## src/rtl/dbg_mem_reader.sv

```systemverilog
// rtl/dbg_mem_reader.sv - debug memory readback engine streaming words as little-endian bytes
module dbg_mem_reader #(
    parameter int CNT_W = 16
) (
    input  logic             clk,
    input  logic             n_reset,
    input  logic             start,
    input  logic [31:0]      base_adr,
    input  logic [CNT_W-1:0] count,
    input  logic             abort,
    output logic             busy,
    output logic             done,
    output logic             dbg_mem_op,
    output logic [3:0]       dbg_wren,
    output logic [31:0]      dbg_adr,
    input  logic [31:0]      dbg_di,
    output logic [7:0]       tx_data,
    output logic             tx_valid,
    input  logic             tx_ready
);

    typedef enum logic [2:0] {
        S_IDLE,
        S_REQ,
        S_WAIT,
        S_SEND,
        S_DONE
    } state_t;

    state_t           state, state_nxt;
    logic [31:0]      adr_q, adr_nxt;
    logic [31:0]      shreg_q, shreg_nxt;
    logic [CNT_W-1:0] rem_q, rem_nxt;
    logic [1:0]       idx_q, idx_nxt;

    // Address LSBs are deliberately dropped; reads are always word aligned.
    logic unused_adr_lsb;
    assign unused_adr_lsb = ^base_adr[1:0];

    always_ff @(posedge clk or negedge n_reset) begin
        if (!n_reset) begin
            state   <= S_IDLE;
            adr_q   <= '0;
            shreg_q <= '0;
            rem_q   <= '0;
            idx_q   <= '0;
        end else begin
            state   <= state_nxt;
            adr_q   <= adr_nxt;
            shreg_q <= shreg_nxt;
            rem_q   <= rem_nxt;
            idx_q   <= idx_nxt;
        end
    end

    always_comb begin
        state_nxt = state;
        adr_nxt   = adr_q;
        shreg_nxt = shreg_q;
        rem_nxt   = rem_q;
        idx_nxt   = idx_q;
        case (state)
            S_IDLE: begin
                if (start && !abort) begin
                    adr_nxt   = {base_adr[31:2], 2'b00};
                    rem_nxt   = count;
                    state_nxt = (count == '0) ? S_DONE : S_REQ;
                end
            end
            S_REQ:  state_nxt = S_WAIT;
            S_WAIT: begin
                shreg_nxt = dbg_di;
                idx_nxt   = 2'd0;
                state_nxt = S_SEND;
            end
            S_SEND: begin
                if (tx_ready) begin
                    shreg_nxt = {8'h00, shreg_q[31:8]};
                    idx_nxt   = idx_q + 2'd1;
                    if (idx_q == 2'd3) begin
                        rem_nxt   = rem_q - CNT_W'(1);
                        adr_nxt   = adr_q + 32'd4;
                        state_nxt = (rem_q == CNT_W'(1)) ? S_DONE : S_REQ;
                    end
                end
            end
            S_DONE:  state_nxt = S_IDLE;
            default: state_nxt = S_IDLE;
        endcase
        // Abort wins over everything except in IDLE, where it only masks start.
        if (abort && state != S_IDLE) begin
            state_nxt = S_IDLE;
        end
    end

    // All outputs are state decodes or register taps: no ready-to-valid path.
    assign busy       = (state == S_REQ) || (state == S_WAIT) || (state == S_SEND);
    assign done       = (state == S_DONE);
    assign dbg_mem_op = (state == S_REQ) || (state == S_WAIT);
    assign dbg_wren   = 4'h0;
    assign dbg_adr    = adr_q;
    assign tx_valid   = (state == S_SEND);
    assign tx_data    = shreg_q[7:0];

endmodule

```

## config.mk

```make
export PLATFORM = sky130hd
export DESIGN_NAME = dbg_mem_reader
export DESIGN_NICKNAME = d
export VERILOG_FILES = /design/src/rtl/dbg_mem_reader.sv
export SDC_FILE = /design/constraint.sdc
export NUM_CORES = 1
export LEC_CHECK = 0
export CORE_AREA = 2 2 86 109
export DETAILED_ROUTE_END_ITERATION = 10
export DIE_AREA = 0 0 88 111
export DONT_BUFFER_PORTS = 1
export GPL_TIMING_DRIVEN = 0
export PLACE_DENSITY = 0.69
export SLEW_MARGIN = 10
export SYNTH_ARGS = -nofsm -noshare
export SYNTH_HDL_FRONTEND = slang
export SYNTH_SLANG_ARGS = --single-unit
```

## constraint.sdc

```tcl
create_clock -name clk -period 2 [get_ports clk]
set_clock_uncertainty 0.2 [all_clocks]
set_input_delay 0.4 -clock clk [delete_from_list [all_inputs] [get_ports clk]]
set_output_delay 0.4 -clock clk [all_outputs]
set_load 0.02 [all_outputs]
```

# Word-level counts from Yosys, hierarchy flattened
# Index checks and enable logic that the tools add are counted.
dict set report word_totals {
  elab_cells 52
  in_bits 85
  output_inout_bits 48
  register_bits 85
}
dict set report classes {
  n_eq_ne 12
  n_reduce_logical 13
  addsub 3
  muxes 19
}
# op count
set op_table {}
lappend op_table {{$mux W32} 4}
lappend op_table {{$pmux W32 S2} 2}
lappend op_table {{$mux W16} 3}
lappend op_table {{$add A32 B3 Y32 const B} 1}
lappend op_table {{$pmux W16 S2} 1}
lappend op_table {{$mux W3} 6}
lappend op_table {{$eq A16 B1 Y1 const B} 1}
lappend op_table {{$logic_not A16 Y1} 1}
lappend op_table {{$sub A16 B1 Y16 const B} 1}
lappend op_table {{$pmux W3 S4} 1}
lappend op_table {{$eq A3 B2 Y1 const B} 2}
lappend op_table {{$ne A3 B1 Y1 const B} 2}
lappend op_table {{$ne A2 B1 Y1 const B} 2}
lappend op_table {{$pmux W2 S2} 1}
lappend op_table {{$reduce_and A4 Y1} 1}
lappend op_table {{$reduce_bool A2 Y1} 2}
lappend op_table {{$eq A3 B1 Y1 const B} 1}
lappend op_table {{$eq A3 B3 Y1 const B} 1}
lappend op_table {{$logic_not A3 Y1} 1}
lappend op_table {{$ne A3 B3 Y1 const B} 1}
lappend op_table {{$reduce_and A3 Y1} 1}
lappend op_table {{$reduce_bool A3 Y1} 1}
lappend op_table {{$add A2 B1 Y2 const B} 1}
lappend op_table {{$eq A2 B2 Y1 const B} 1}
lappend op_table {{6 further kinds} 8}

# Depth between registers and ports, before layout
dict set report logic_depth {
  depth_word 6
  ltp_mapped 9
  mapped_depth_nobuf 7
}

# Worst setup path after synthesis
# No wires, ideal clock.
dict set report synth_path {
  path_type {register to register}
  startpoint {register rem_q[6]}
  endpoint {register rem_q[14]}
  t_arrival_ns 1.860
  path_stages_with_launch 7
  t_required_ns 1.677
  setup_slack_ns -0.183
  n_path_buf 1
  period_less_slack_ns 2.183
  setup_time_ns 0.123
  cell_sequence {dfrtp_1 or4_1 buf_2 or4_4 nor2_1 a31o_2 a21oi_2}
}
dict set report synth_via {
  elab_chain_len 4
}
# element line_no
set synth_lines {}
lappend synth_lines {{start, declared} 33} ;# logic [CNT_W-1:0] rem_q, rem_nxt;
lappend synth_lines {{start signal, assigned} 51} ;# rem_q <= rem_nxt;
lappend synth_lines {{$sub A16 B1 Y16} 81} ;# rem_nxt = rem_q - CNT_W'(1);
lappend synth_lines {{$mux W16} 80} ;# if (idx_q == 2'd3) begin
lappend synth_lines {{$mux W16} 77} ;# if (tx_ready) begin
lappend synth_lines {{$pmux W16 S2} 62} ;# case (state)
# No other way between the ends. The select of a mux whose other input is x is not followed.
# A chain may end at the register's enable or synchronous reset.

# Worst setup path in the final report
dict set report layout_path {
  startpoint {register rem_q[4]}
  endpoint {register rem_q[12]}
}
# The elaborated chain is that of the path after synthesis.

==> results by group <==
STA
  – Worst slew margin: 0.607
  – Min cycle time layout: 2.16 ns
  – Slew @ Worst Pin: 0.588 ns
  – Final setup violation count: 19
  – RSZ-0062 raised after global routing: yes
  – Setup tns final: -1.10 ns
  – Final Worst Setup Slack: -0.163 ns
  – Pins Over Slew Limit: 0
  – Final hold vios: 83
  – Peak Freq: 462 MHz
  – Hold Slack: -0.458 ns
  – Final worst-path cycle share: 1.08

Logic synthesis
  – Post-Synth Simple-Gate Area: 0.201
  – Asr flop ratio synth: 1.00
  – Seq/Total Area, Yosys: 0.441
  – Synth unique cells: 53
  – Synth Area in Adders: 0.0106
  – XOR/XNOR Fraction of Synth Area: 0.00186
  – Largest family of logic cells by synthesized area: compound AO/OA/AOI/OAI gates
  – Mux cell area share after synthesis: 0.0617
  – Ys Warns: 0
  – EDFF count, synth: 0
  – Synth Area in Compound Gates: 0.224
  – Synth Register Bits: 83
  – Syn Inst Count: 544
  – Avg Inst Size Synth: 8.65 µm²
  – Cell Area, Synth: 4710 µm²
  – Synth Flop Type: dfrtp_1

Critical path
  – CP required: 2.03 ns
  – R2R setup slack: -0.16 ns
  – CP Cell Sequence: or4_4 -> or4_4 -> nor2_4 -> o2bb2ai_1 -> a21oi_1
  – CP Capture Type: register
  – Largest fanout on the critical path: 3
  – Critical path class: reg2reg
  – Worst Path Arrival: 2.20 ns
  – Reg-to-Reg Start: rem_q[4]
  – CP most frequent cell: or4_4
  – Worst R2R End: rem_q[12]
  – R2R cell count: 5
  – Critical Path Source Type: register
  – Crit-path leading delay family: simple AND/OR/NAND/NOR gates
  – Buf/Inv on CP: 0
  – Worst path max stage delay: 0.55 ns
  – CP max-delay cell: or4_4

Detailed routing
  – Routed Antenna Nets: 0
  – Iter 0 DRT Violations: 543
  – DRT Pass-1 Iters: 5
  – Routed WL per cell: 22.4 µm
  – DR vias/cell: 6.67
  – Total Routed Length: 16,300 µm
  – Vias: 4,861
  – DRC errors left: 0

Run status
  – Violated checks: negative hold slack, negative setup slack
  – Outcome: complete, but fails checks

Final layout
  – Storage element area: 2110 µm²
  – Multi-input gate area in the final layout: 2760 µm²
  – Most frequent cells in the layout: 61 x o21ai_0, 61 x nand2_1, 58 x dfrtp_1, 44 x buf_4, 36 x nor2_1
  – Cell area after layout: 6160 µm²
  – N_diodes: 0
  – NumNets Final: 690
  – Area grow syn2layout: 31.0%
  – Final Non-Filler Cells: 729
  – Filler instances: 682
  – Layout cells sized above 1: 0.322

Placement
  – IO Port Bufs: 0
  – Final HPWL DP: 10,200 µm
  – Placed cell area: 4930 µm²
  – Placer Congestion: 0.927
  – Post-Place Cells: 672

Global route
  – GRT Total Usage: 0.317
  – Vias in the first global route: 4,646
  – Global-route wire length before repair: 23,900 µm
  – Initial antenna violation count: 0
  – Grt total ovfl: 0
  – Largest net degree at the start of global routing: 84

Pwr
  – Switching power: 2.45 mW
  – Clock share of power: 0.253
  – Internal power: 3.84 mW
  – Sequential share of power: 0.473
  – Switch share: 0.389
  – Leak Pwr: 2.61 nW
  – PD cells: 1020 nW/µm²
  – Tot Pwr: 6.29 mW
  – Peak VDD IR: 0.742 mV
  – Comb power frac: 0.275

Floorplanning
  – Io pins: 133
  – Die Wd: 88 µm
  – Die Ht: 111 µm
  – Initial Util: 0.533
  – Die Footprint: 9770 µm²
  – FP Rows: 39
  – Core Region: 8830 µm²

CTS
  – Clock root buffer: clkbuf_16
  – H-tree depth: 3
  – CTS Buffer Depth: 2
  – Skew-Pair Late Insertion Delay: 0.35 ns
  – Clock net sink count: 83
  – Clk slew on worst S/H paths: 0.07 ns
  – TritonCTS Buffers: 9
  – Hold bufs inserted after CTS: 9
  – CTS tree: yes

Worst hold path
  – Type of the most critical hold path: in2async

Job
  – Number of max-cap violations: 0
-- logic make-up after synthesis --
group / Yosys count
fa+ha+maj: 4
mux: 29
compound gates: 173
simple gates: 197
flops: 83
other cells: 1
xor+xnor: 1
buf+inv: 56
-- power groups by stage --
stage / sequential (mW) / combinational [mW] / clock (mW)
6_report: 2.97 / 1.73 / 1.59
5_1_grt: 3.03 / 1.87 / 1.66
4_1_cts: 2.90 / 1.50 / 1.59
3_5_place_dp: 2.90 / 1.26 / 0
3_3_place_gp: 2.88 / 1.23 / 0
2_1_floorplan: 2.75 / 1.03 / 0
-- worst max path at each step --
stage | from | end | slack, ns | cells after the start
2_1_floorplan | rem_q[6] | rem_q[14] | -0.16 | 6
3_3_place_gp | state[0] | rem_q[3] | -0.63 | 8
3_5_place_dp | state[0] | dbg_adr[5] | -0.60 | 8
4_1_cts | rem_q[6] | rem_q[14] | -0.21 | 6
5_1_grt | rem_q[4] | rem_q[12] | -0.21 | 5
6_report | rem_q[4] | rem_q[12] | -0.16 | 5
-- cell usage after synthesis, types with 10 or more instances --
cell type | count | area [µm²]
dfrtp_1 | 83 | 2080
buf_4 | 14 | 105
clkbuf_1 | 21 | 78.8
mux2i_1 | 29 | 290
nand3_1 | 24 | 120
o22ai_1 | 10 | 62.6
nor4_1 | 10 | 62.6
nor3_1 | 14 | 70.1
nor2_1 | 44 | 165
a21oi_1 | 45 | 225
o21ai_0 | 65 | 325
nand2_1 | 64 | 240
-- per-layer routing --
| metal | global-route usage | wire length (µm) | vias to the layer above |
|---|---|---|---|
| li1 | - | - | 2108 |
| met1 | 0.389 | 5840 | 2327 |
| met2 | 0.518 | 8080 | 347 |
| met3 | 0.0685 | 1600 | 79 |
| met4 | 0.157 | 791 | 0 |
| met5 | 0 | 0 | - |
-- worst reg2reg max path, stage by stage, from the launching register on --
cell and delay [ns]:
dfrtp_2 0.41, or4_4 0.55, or4_4 0.54, nor2_4 0.14, o2bb2ai_1 0.13, a21oi_1 0.08
-- registers in the layout, summed over array words and instances (netlist names) --
signal   cells
dbg_adr     30
rem_q       16
shreg_q     32
idx_q        2
state        3
-- metrics by stage --
stage	worst slack (ns)	utilization
global route	-0.210	0.698
floorplan	-0.162	-
CTS	-0.207	0.648
detailed placement	-0.603	0.558
global placement	-0.626	0.558
finish	-0.163	0.698
-- cell type report --
cell class	count	area share
multi-input combinational	410	0.447
sequential	83	0.342
timing repair buffer	44	0.0706
buffer	47	0.0643
clock buffer	10	0.0371
tap	123	0.0250
clock inverter	6	0.00812
inverter	6	0.00568
-- repair_timing --
action,CTS,global route
hold endpoints to repair,93,83
gates resized for setup,92,82
endpoints found under the setup margin,84,76
setup buffers,14,17
pin swaps,15,29
gates cloned,2,2
No activity file was read; power rests on OpenSTA's default activity.
